===== src/rtl/ekf_fifo_pkg.sv =====
// Shared constants and helpers for the RSA/EKF FIFO slice.
// Optional build macro used by sync_fifo_param: SYNC_FIFO_FWFT_EN.
package ekf_fifo_pkg;

  localparam int unsigned RSA_DW    = 16;
  localparam int unsigned RSA_DEPTH = 8;

  function automatic int unsigned clog2(input int unsigned v);
    int unsigned r;
    r = 0;
    for (int unsigned p = 1; p < v; p = p << 1) r++;
    return r;
  endfunction

  // Occupancy counter needs one extra bit so it can hold the value DEPTH.
  function automatic int unsigned lvl_w(input int unsigned depth);
    return clog2(depth) + 1;
  endfunction

  localparam int unsigned RSA_LW = lvl_w(RSA_DEPTH);

endpackage


===== src/rtl/fifo_ram_2p.sv =====
// DEPTH x DW storage: synchronous write port, asynchronous read port.
// Kept separate so it can be replaced by a BRAM wrapper.
module fifo_ram_2p #(
  parameter int unsigned DW    = 16,
  parameter int unsigned DEPTH = 8,
  parameter int unsigned AW    = 3
) (
  input  logic          clk,
  input  logic          we,
  input  logic [AW-1:0] waddr,
  input  logic [DW-1:0] wdata,
  input  logic [AW-1:0] raddr,
  output logic [DW-1:0] rdata
);

  logic [DW-1:0] mem [DEPTH];

  always_ff @(posedge clk) begin
    if (we) mem[waddr] <= wdata;
  end

  assign rdata = mem[raddr];

endmodule


===== src/rtl/sync_fifo_param.sv =====
// Parametrised synchronous FIFO with level, almost flags, flush and sticky errors.
// Define SYNC_FIFO_FWFT_EN for first-word-fall-through output; default is latency-1 reads.
module sync_fifo_param
  import ekf_fifo_pkg::*;
#(
  parameter int unsigned DW     = RSA_DW,
  parameter int unsigned DEPTH  = RSA_DEPTH,
  parameter int unsigned AW     = clog2(DEPTH),
  parameter int unsigned AF_LVL = DEPTH - 2,
  parameter int unsigned AE_LVL = 2
) (
  input  logic          clk,
  input  logic          sys_rst,
  input  logic          clr,
  input  logic          wr_en,
  input  logic [DW-1:0] din,
  input  logic          rd_en,
  output logic [DW-1:0] dout,
  output logic          rd_valid,
  output logic          full,
  output logic          empty,
  output logic          almost_full,
  output logic          almost_empty,
  output logic [AW:0]   level,
  output logic          ovf,
  output logic          udf
);

  typedef logic [AW-1:0] ptr_t;
  typedef logic [AW:0]   lvl_t;

  localparam ptr_t PTR_LAST = ptr_t'(DEPTH - 1);
  localparam lvl_t LVL_FULL = lvl_t'(DEPTH);
  localparam lvl_t LVL_AF   = lvl_t'(AF_LVL);
  localparam lvl_t LVL_AE   = lvl_t'(AE_LVL);

  ptr_t          wr_ptr;
  ptr_t          rd_ptr;
  logic          wr_acc;
  logic          rd_acc;
  logic [DW-1:0] ram_rdata;

  // Depth need not be a power of two, so wrap on an explicit compare.
  function automatic ptr_t ptr_inc(input ptr_t p);
    return (p == PTR_LAST) ? '0 : ptr_t'(p + 1'b1);
  endfunction

  assign empty        = (level == '0);
  assign full         = (level == LVL_FULL);
  assign almost_full  = (level >= LVL_AF);
  assign almost_empty = (level <= LVL_AE);

  assign rd_acc = rd_en & ~empty;
  assign wr_acc = wr_en & (~full | rd_acc);

  fifo_ram_2p #(
    .DW    (DW),
    .DEPTH (DEPTH),
    .AW    (AW)
  ) u_ram (
    .clk   (clk),
    .we    (wr_acc & ~clr),
    .waddr (wr_ptr),
    .wdata (din),
    .raddr (rd_ptr),
    .rdata (ram_rdata)
  );

  always_ff @(posedge clk or posedge sys_rst) begin
    if (sys_rst) begin
      wr_ptr <= '0;
      rd_ptr <= '0;
      level  <= '0;
      ovf    <= 1'b0;
      udf    <= 1'b0;
    end else if (clr) begin
      wr_ptr <= '0;
      rd_ptr <= '0;
      level  <= '0;
      ovf    <= 1'b0;
      udf    <= 1'b0;
    end else begin
      if (wr_acc) wr_ptr <= ptr_inc(wr_ptr);
      if (rd_acc) rd_ptr <= ptr_inc(rd_ptr);
      case ({wr_acc, rd_acc})
        2'b10:   level <= lvl_t'(level + 1'b1);
        2'b01:   level <= lvl_t'(level - 1'b1);
        default: level <= level;
      endcase
      if (wr_en & ~wr_acc) ovf <= 1'b1;
      if (rd_en & empty)   udf <= 1'b1;
    end
  end

`ifdef SYNC_FIFO_FWFT_EN
  assign dout     = ram_rdata;
  assign rd_valid = ~empty;
`else
  // dout holds its last word through idle cycles and flushes.
  always_ff @(posedge clk or posedge sys_rst) begin
    if (sys_rst) begin
      dout     <= '0;
      rd_valid <= 1'b0;
    end else if (clr) begin
      rd_valid <= 1'b0;
    end else begin
      rd_valid <= rd_acc;
      if (rd_acc) dout <= ram_rdata;
    end
  end
`endif

endmodule


===== config.mk =====
export PLATFORM = sky130hd
export DESIGN_NAME = sync_fifo_param
export DESIGN_NICKNAME = d
export VERILOG_FILES = /design/src/rtl/ekf_fifo_pkg.sv /design/src/rtl/fifo_ram_2p.sv /design/src/rtl/sync_fifo_param.sv
export SDC_FILE = /design/constraint.sdc
export NUM_CORES = 1
export LEC_CHECK = 0
export CORE_AREA = 2 2 80 139
export CTS_CLUSTER_DIAMETER = 150
export DETAILED_ROUTE_END_ITERATION = 6
export DIE_AREA = 0 0 82 141
export PLACE_DENSITY = 0.81
export SKIP_CTS_REPAIR_TIMING = 1
export SYNTH_ARGS = -nofsm -noshare
export SYNTH_HDL_FRONTEND = slang
export SYNTH_HIERARCHICAL = 1
export SYNTH_SLANG_ARGS = --single-unit

===== constraint.sdc =====
create_clock -name clk -period 7.95 [get_ports clk]
set_clock_uncertainty 0.1 [all_clocks]
set_input_delay 1.1925 -clock clk [delete_from_list [all_inputs] [get_ports clk]]
set_output_delay 1.1925 -clock clk [all_outputs]
set_load 0.01 [all_outputs]

==> results of run 1 <==
-- per-layer routing --
| metal | GRT usage (%) | share of wire, % | up-vias |
|---|---|---|---|
| met1 | 27.0 | 39 | 1587 |
| met3 | 5.38 | 3.8 | 26 |
| met5 | 0 | 0 | - |
| met2 | 36.8 | 54 | 83 |
| met4 | 11.3 | 3.4 | 0 |
| li1 | - | - | 1379 |
-- metrics by stage --
step	hold slack [ns]	worst slack (ns)
floorplan	0.409	4.54
detailed placement	0.397	4.05
CTS	0.410	4.45
global placement	0.388	4.12
global route	0.414	4.32
finish	0.403	4.43
-- power by group through the flow --
stage,sequential (mW),clock (mW),combinational [mW]
after global routing,1.02,0.829,0.442
final,1.01,0.775,0.411
after CTS,1.01,0.787,0.417
after global placement,1.02,0,0.400
after detailed placement,1.03,0,0.414
after floorplan,1.04,0,0.220
-- cells in the final DEF (no fill, tap or decap), drive strengths merged, types with 2 or more instances in the layout --
| cell | Yosys | routed |
|---|---|---|
| xor2 | 2 | 2 |
| a21oi | 7 | 7 |
| nand2b | 3 | 3 |
| bufinv | 0 | 2 |
| nor3 | 7 | 7 |
| a21o | 2 | 2 |
| clkdlybuf4s50 | 0 | 47 |
| mux2i | 3 | 3 |
| ha | 6 | 6 |
| buf | 9 | 10 |
| inv | 4 | 6 |
| edfxtp | 128 | 128 |
| o21ai | 2 | 2 |
| mux2 | 33 | 33 |
| mux4 | 32 | 32 |
| clkinv | 0 | 6 |
| dfrtp | 29 | 29 |
| nor2 | 16 | 16 |
| clkinvlp | 0 | 4 |
| nand2 | 4 | 4 |
| clkbuf | 3 | 18 |
-- area by class of cell --
cell class	instances	share of cell area (%)
Inverter	4	0.199
Timing Repair Buffer	57	7.24
Tap cell	130	2.16
Sequential cell	157	60.7
Multi-Input combinational cell	131	22.1
Clock buffer	18	5.70
Clock inverter	14	1.91
-- flip-flops by register name (all words and copies together) (netlist names) --
name and count:
u_ram/mem 128, level 4, wr_ptr 3, dout 16, udf 1, rd_valid 1
ovf 1, rd_ptr 3
-- cell families after synthesis --
family | after synthesis | synth area share (%)
flip-flops | 157 | 72.2
multiplexers | 68 | 19.4
AND/OR/NAND/NOR | 36 | 2.85
AO/OA/AOI/OAI | 17 | 2.00
buffers and inverters | 16 | 1.58
adder cells (fa/ha/maj) | 7 | 1.50
XOR/XNOR | 3 | 0.416
-- final timing paths --
path	start	endpoint	slack (ns)	depth (start not counted)
max	rd_en	level[3]$_DFFE_PP0P_	4.43	9
min	dout[8]$_DFFE_PP0P_	dout[8]$_DFFE_PP0P_	0.40	1
max reg2reg	level[1]$_DFFE_PP0P_	level[3]$_DFFE_PP0P_	5.07	8
min reg2reg	dout[8]$_DFFE_PP0P_	dout[8]$_DFFE_PP0P_	0.40	1
max in group asynchronous	sys_rst	dout[10]$_DFFE_PP0P_	6.38	3
min in group asynchronous	sys_rst	dout[7]$_DFFE_PP0P_	1.06	3
-- critical path, delay by kind of cell --
kind / cells / cell delay [ns]
buffers and inverters: 2 / 0.80
AOI/OAI and AO/OA: 3 / 0.57
muxes: 2 / 0.56
and+or+nand+nor: 1 / 0.34
adders and majority gates: 1 / 0.25
==> metrics, run 1 <==
Final ANT Viol Nets 0; PortBufs 47; slew margin rel. 25.2%; WL per Instance 22.4 µm; Die ar. 11600 µm²; total core area 10500 µm²; post-synth net total 332; switching power 0.536 mW; # setup viols final 0; Die Height 141 µm; endpoint class of the critical path flip-flop; number of distinct library cells after synthesis 38; Largest stage delay, worst path 0.66 ns; Syn Area/Cell 20.8 µm²; CP required 8.15 ns; RSZ-0062 raised after global routing false; multi-input gate area in the final layout 1670 µm²; dpl cells 479; most frequent cell after synthesis edfxtp_1; CTS root buffer clkbuf_16; Final Util 71.7%; outcome completed; Final Instance Area 7530 µm²; Initial Utilization 60.2%; Max Root-Sink Buffers 2; CTS tree done; grt ovf 0; Clk pwr share 35.3%; Total Wirelength 11.4 mm; largest cells by area after synthesis edfxtp_1, mux4_1, dfrtp_1; Worst Hold Class reg -> reg; Seq pwr share 46.0%; total chip power 2.20 mW; Mapped Area 6320 µm²; VDD IR max 229 µV; antenna violations before repair 0; worst skew pair latency 0.42 ns; Iter 0 DRT Violations 196; post-synth top area share 60.8%; post-layout min period 3.52 ns; number of antenna diodes 0; most common library cells after synthesis edfxtp_1, mux2_2, dfrtp_1; Crit Path Class in -> reg; Site Rows 50; Final #Nets 396; Gate power share 18.7%; router iterations before antenna repair 4; layout cells sized above 1 22.6%; CTS Sinks 157; fmax 284 MHz; Pint 1.66 mW; slowest CP cell clkdlybuf4s50_1; Die W 82 µm; leakage power 2.66 nW; Via density 6.02; Tcrit/Tclk final 44.3%; #FFs+latches synth 157; EDFF count, synth 128; Slew @ Worst Pin 1.12 ns; Slew Viols, Final 0; area leader, netlist edfxtp_1; DR vias 3075; Cell Count, Final, Fillers Out 511; Cell Pwr Density 292 nW/µm²; Fin Setup TNS 0 ns; CP cell instances clkdlybuf4s50_1 -> o41ai_4 -> or2_2 -> inv_2 -> ha_1 -> a21o_1 -> a21oi_1 -> mux2i_1 -> mux2_2; TritonCTS Buffers 17; final hold vios 0; register area 4570 µm²; clk slew on worst S/H paths 0.06 ns; number of global-route vias before repair 3331; first-pass GRT wire length 18.0 mm; Area growth syn-to-layout 19.1%; Worst Path Arrival 3.73 ns; max-cap violation count 0; Routability Congestion 0.723; Total Routing Usage GR 22.3%; sequential-to-total area share from yosys stat 72.2%; placed cell areas 6960 µm²; Switching Fraction 24.4%; Top FF cell, synth edfxtp_1; largest net degree at the start of global routing 36; critical path fanouts, max 9; fill cell count 647; ys async rst share 18.5%; Syn Inst Count 304; Startpoint Class primary input; H-tree levels 4; warnings from Yosys 6; Ports 48; Post-route DRC 0; hpwl dp 6.92 mm
Note: power is estimated with default switching activity, not from simulation.
==> run 2, diff against run 1 <==
CORE_AREA = 2 2 82 144   (was 2 2 80 139)
DIE_AREA = 0 0 84 146   (was 0 0 82 141)
PLACE_DENSITY = 0.77   (was 0.81)
clock period = 3.51 ns   (was 7.95 ns; I/O delays follow)
==> run 2 against run 1 <==
  * Hold slack gained 0.0018 ns
  * Sequential power increased by 130%
  * Count of clock-buffer cells in the layout is the same
  * Non-clock buffer count up 8
  * First-iteration DRC count decreased by 4.6%
  * Register-to-register slack worse by 4.4 ns
  * Cell area increased by 0.83%
  * Sequential share of layout area fell by 0.50 points
  * Clock power up 120%
  * Largest power group unchanged
  * Highest routed layer unchanged
==> metrics, run 2 (synthesis results as in run 1) <==
outcome completed; antenna violations before repair 0; largest net degree at the start of global routing 36; Total Routing Usage GR 20.0%; Top Usage Layer GRT met2; Die ar. 12300 µm²; PortBufs 47; CP cell instances o41ai_4 -> or2_2 -> inv_2 -> ha_1 -> a21o_1 -> a21oi_1 -> mux2i_1 -> mux2_2; critical path fanouts, max 9; hpwl dp 6.78 mm; Largest stage delay, worst path 0.60 ns; Final Instance Area 7600 µm²; CTS root buffer clkbuf_16; Tcrit/Tclk final 79.8%; VDD IR max 462 µV; total core area 11000 µm²; most frequent cells in the layout edfxtp_1, clkdlybuf4s50_1, mux2_2, dfrtp_1, mux4_1; CTS Sinks 157; Routability Congestion 0.807; met2 Usage GRT 33.2%; Worst Path Arrival 3.00 ns; Ports 48; total chip power 4.94 mW; multi-input gate area in the final layout 1670 µm²; slew margin rel. 37.9%; number of global-route vias before repair 3309; post-layout min period 2.80 ns; Max Root-Sink Buffers 2; # setup viols final 0; CTS tree done; max-cap violation count 0; number of antenna diodes 0; endpoint class of the critical path flip-flop; first-pass GRT wire length 18.0 mm; WL per Instance 21.4 µm; commonest non-fill, non-tap cell in the layout edfxtp_1; worst skew pair latency 0.41 ns; Fin Setup TNS 0 ns; Final ANT Viol Nets 0; Final Util 68.8%; Post-route DRC 0; Worst Hold Class reg -> reg; Site Rows 51; Largest regs u_ram/mem (128), dout (16), level (4); fill cell count 713; Initial Utilization 57.3%; Total Wirelength 11.2 mm; Area growth syn-to-layout 20.1%; RSZ-0062 raised after global routing false; Via density 5.98; post-route setup slack 0.708 ns; H-tree levels 4; DR vias 3114; placed cell areas 7020 µm²; max FFs per register 128; Setup Slack @ Placement 0.309 ns; final hold vios 0; GRT met3 Usage 5.45%; Startpoint Class flip-flop; router iterations before antenna repair 6; Slew Viols, Final 0; M1 GR Usage 24.7%; leakage power 2.71 nW; Die W 84 µm; slowest CP cell o41ai_4; Crit Path Class reg -> reg; CP required 3.71 ns; Iter 0 DRT Violations 187; Slew @ Worst Pin 0.932 ns; grt ovf 0; Cell Pwr Density 650 nW/µm²; clk slew on worst S/H paths 0.06 ns; fmax 357 MHz; layout cells sized above 1 24.4%; register area 4570 µm²; Die Height 146 µm; Biggest register u_ram/mem; TritonCTS Buffers 17; Final #Nets 404
==> run 2: worst max-delay path: cells and delay by family (launching register included) <==
| kind | cells | cell delay [ns] |
|---|---|---|
| buffers and inverters | 1 | 0.08 |
| flip-flops | 1 | 0.50 |
| AO/OA/AOI/OAI | 3 | 0.94 |
| AND/OR/NAND/NOR | 1 | 0.24 |
| adder cells (fa/ha/maj) | 1 | 0.27 |
| multiplexers | 2 | 0.55 |
==> run 2: worst paths after layout <==
kind / endpoint / startpoint / slack, ns / depth (start not counted)
max: level[3]$_DFFE_PP0P_ / level[1]$_DFFE_PP0P_ / 0.71 / 8
min: ovf$_DFFE_PP0P_ / ovf$_DFFE_PP0P_ / 0.41 / 2
max reg2reg: level[3]$_DFFE_PP0P_ / level[1]$_DFFE_PP0P_ / 0.71 / 8
min reg2reg: ovf$_DFFE_PP0P_ / ovf$_DFFE_PP0P_ / 0.41 / 2
max in group asynchronous: dout[1]$_DFFE_PP0P_ / sys_rst / 2.58 / 3
min in group asynchronous: dout[7]$_DFFE_PP0P_ / sys_rst / 0.42 / 3
==> run 2: power by group <==
part	internal, mW	switching [mW]	total, mW
logic	0.552	0.372	0.924
clock network	1.01	0.724	1.73
registers	2.17	0.115	2.28
==> run 2: per-layer routing <==
layer,wire (µm),vias up
met4,259,0
met3,378,22
li1,-,1396
met1,4580,1620
met5,0,-
met2,5950,76
==> run 2: stage by stage <==
step / instances / hold WS [ns]
2_1_floorplan: 304 / 0.409
3_3_place_gp: 489 / 0.388
3_5_place_dp: 489 / 0.397
4_1_cts: 521 / 0.412
5_1_grt: 521 / 0.426
6_report: 521 / 0.405
==> run 2: area by class of cell <==
cell class | instances | share of cell area, %
clock buffers | 18 | 5.78
multi-input cells | 131 | 21.9
flip-flops and latches | 157 | 60.2
clock inverters | 14 | 1.80
well taps | 132 | 2.17
inverters | 4 | 0.198
repair buffers | 65 | 7.97
==> run 3, diff against run 2 <==
clock period = 2.8 ns   (was 3.51 ns; I/O delays follow)
==> run 3 against run 2 <==
  * Count of clock-buffer cells in the layout fell by 1
  * Register-to-register slack got worse by 0.42 ns
  * Sequential power rose by 25%
  * Clock power rose by 35%
  * First-iteration DRC count fell by 20%
  * Final cell count rose by 0.58%
  * Combinational power rose by 31%
  * Cell area rose by 1.9%
  * Wire length rose by 5.4%
  * Setup slack got worse by 0.57 ns
==> metrics, run 3 (synthesis results as in run 1) <==
Final Util 70.1%; Initial Utilization 57.3%; Crit Path Class reg -> out; Slew Viols, Final 0; Pint 4.85 mW; Area growth syn-to-layout 22.3%; fmax 376 MHz; fill cell count 662; grt ovf 0; Total Wirelength 11.8 mm; Biggest register u_ram/mem; Largest regs u_ram/mem (128), dout (16), level (4); Total Routing Usage GR 21.2%; Switching Fraction 24.1%; Clk pwr share 36.4%; layout cells sized above 1 24.7%; hpwl dp 6.85 mm; number of antenna diodes 0; Iter 0 DRT Violations 150; clk slew on worst S/H paths 0.06 ns; Die Height 146 µm; Site Rows 51; post-layout min period 2.66 ns; worst skew pair latency 0.41 ns; CTS root buffer clkbuf_16; placed cell areas 7130 µm²; RSZ-0062 raised after global routing false; final hold vios 0; critical path fanouts, max 9; max-cap violation count 0; DR vias 3098; number of global-route vias before repair 3408; Startpoint Class flip-flop; Slew @ Worst Pin 0.445 ns; PortBufs 47; Seq pwr share 44.7%; Via density 5.91; H-tree levels 4; Fin Setup TNS 0 ns; Final ANT Viol Nets 0; antenna violations before repair 0; CTS tree done; Ports 48; Die W 84 µm; Gate power share 18.9%; VDD IR max 774 µV; CP required 2.28 ns; CTS Sinks 157; Die ar. 12300 µm²; TritonCTS Buffers 17; Final Instance Area 7740 µm²; endpoint class of the critical path output pin; total core area 11000 µm²; commonest non-fill, non-tap cell in the layout edfxtp_1; router iterations before antenna repair 6; slew margin rel. 70.3%; switching power 1.54 mW; Worst Hold Class in -> async; first-pass GRT wire length 18.9 mm; Routability Congestion 0.814; WL per Instance 22.5 µm; largest net degree at the start of global routing 36; Max Root-Sink Buffers 2; Final #Nets 407; Post-route DRC 0; outcome completed; leakage power 2.75 nW; Tcrit/Tclk final 95.0%; Cell Pwr Density 826 nW/µm²; # setup viols final 0; max FFs per register 128; Worst Path Arrival 2.14 ns; most frequent cells in the layout edfxtp_1, clkdlybuf4s50_1, mux2_2, dfrtp_1, mux4_1
==> run 3: layout make-up <==
class	count	area, µm²	share of cell area [%]
Clock buffer	17	425	5.50
Multi-Input combinational cell	131	1670	21.5
Clock inverter	15	181	2.34
Tap cell	132	165	2.13
Inverter	4	15.0	0.194
Sequential cell	157	4570	59.1
Timing Repair Buffer	68	716	9.25
==> run 3: power by group through the flow <==
stage | sequential, mW | clock (mW) | combinational [mW]
after floorplan | 2.94 | 0 | 0.626
after global placement | 2.89 | 0 | 1.19
after detailed placement | 2.91 | 0 | 1.22
after CTS | 2.86 | 2.38 | 1.23
after global routing | 2.88 | 2.47 | 1.31
final | 2.86 | 2.33 | 1.21
==> run 3: per-layer routing <==
layer  GRT usage, %  vias to the layer above  part of all wire (%)
li1               -                     1407                     -
met1           25.4                     1597                    39
met2           36.1                       86                    56
met3           4.76                        8                   3.8
met4           10.2                        0                   1.2
met5              0                        -                     0
==> run 3: metrics by stage <==
stage | total power, mW | worst slack (ns) | hold WS, ns | instances
floorplan | 3.57 | 0.0211 | 0.393 | 304
global placement | 4.08 | 0.0553 | 0.383 | 492
detailed placement | 4.13 | 0.0174 | 0.399 | 492
CTS | 6.47 | 0.112 | 0.306 | 524
global route | 6.66 | 0.0580 | 0.351 | 524
finish | 6.39 | 0.139 | 0.302 | 524
==> run 3: worst max-delay path, cell delays in order, from the launching register on <==
cell and delay [ns]:
dfrtp_1 0.51, or4b_4 0.61, inv_1 0.09, clkdlybuf4s50_1 0.53
==> run 3: final timing paths <==
kind	depth (start not counted)	slack, ns	end	start
hold reg to reg	1	0.41	dout[12]$_DFFE_PP0P_	dout[12]$_DFFE_PP0P_
max in group asynchronous	3	1.97	level[1]$_DFFE_PP0P_	sys_rst
hold / removal	3	0.30	dout[3]$_DFFE_PP0P_	sys_rst
setup reg to reg	8	0.29	level[3]$_DFFE_PP0P_	level[1]$_DFFE_PP0P_
min in group clk	1	0.41	dout[12]$_DFFE_PP0P_	dout[12]$_DFFE_PP0P_
setup / recovery	3	0.14	full	level[1]$_DFFE_PP0P_
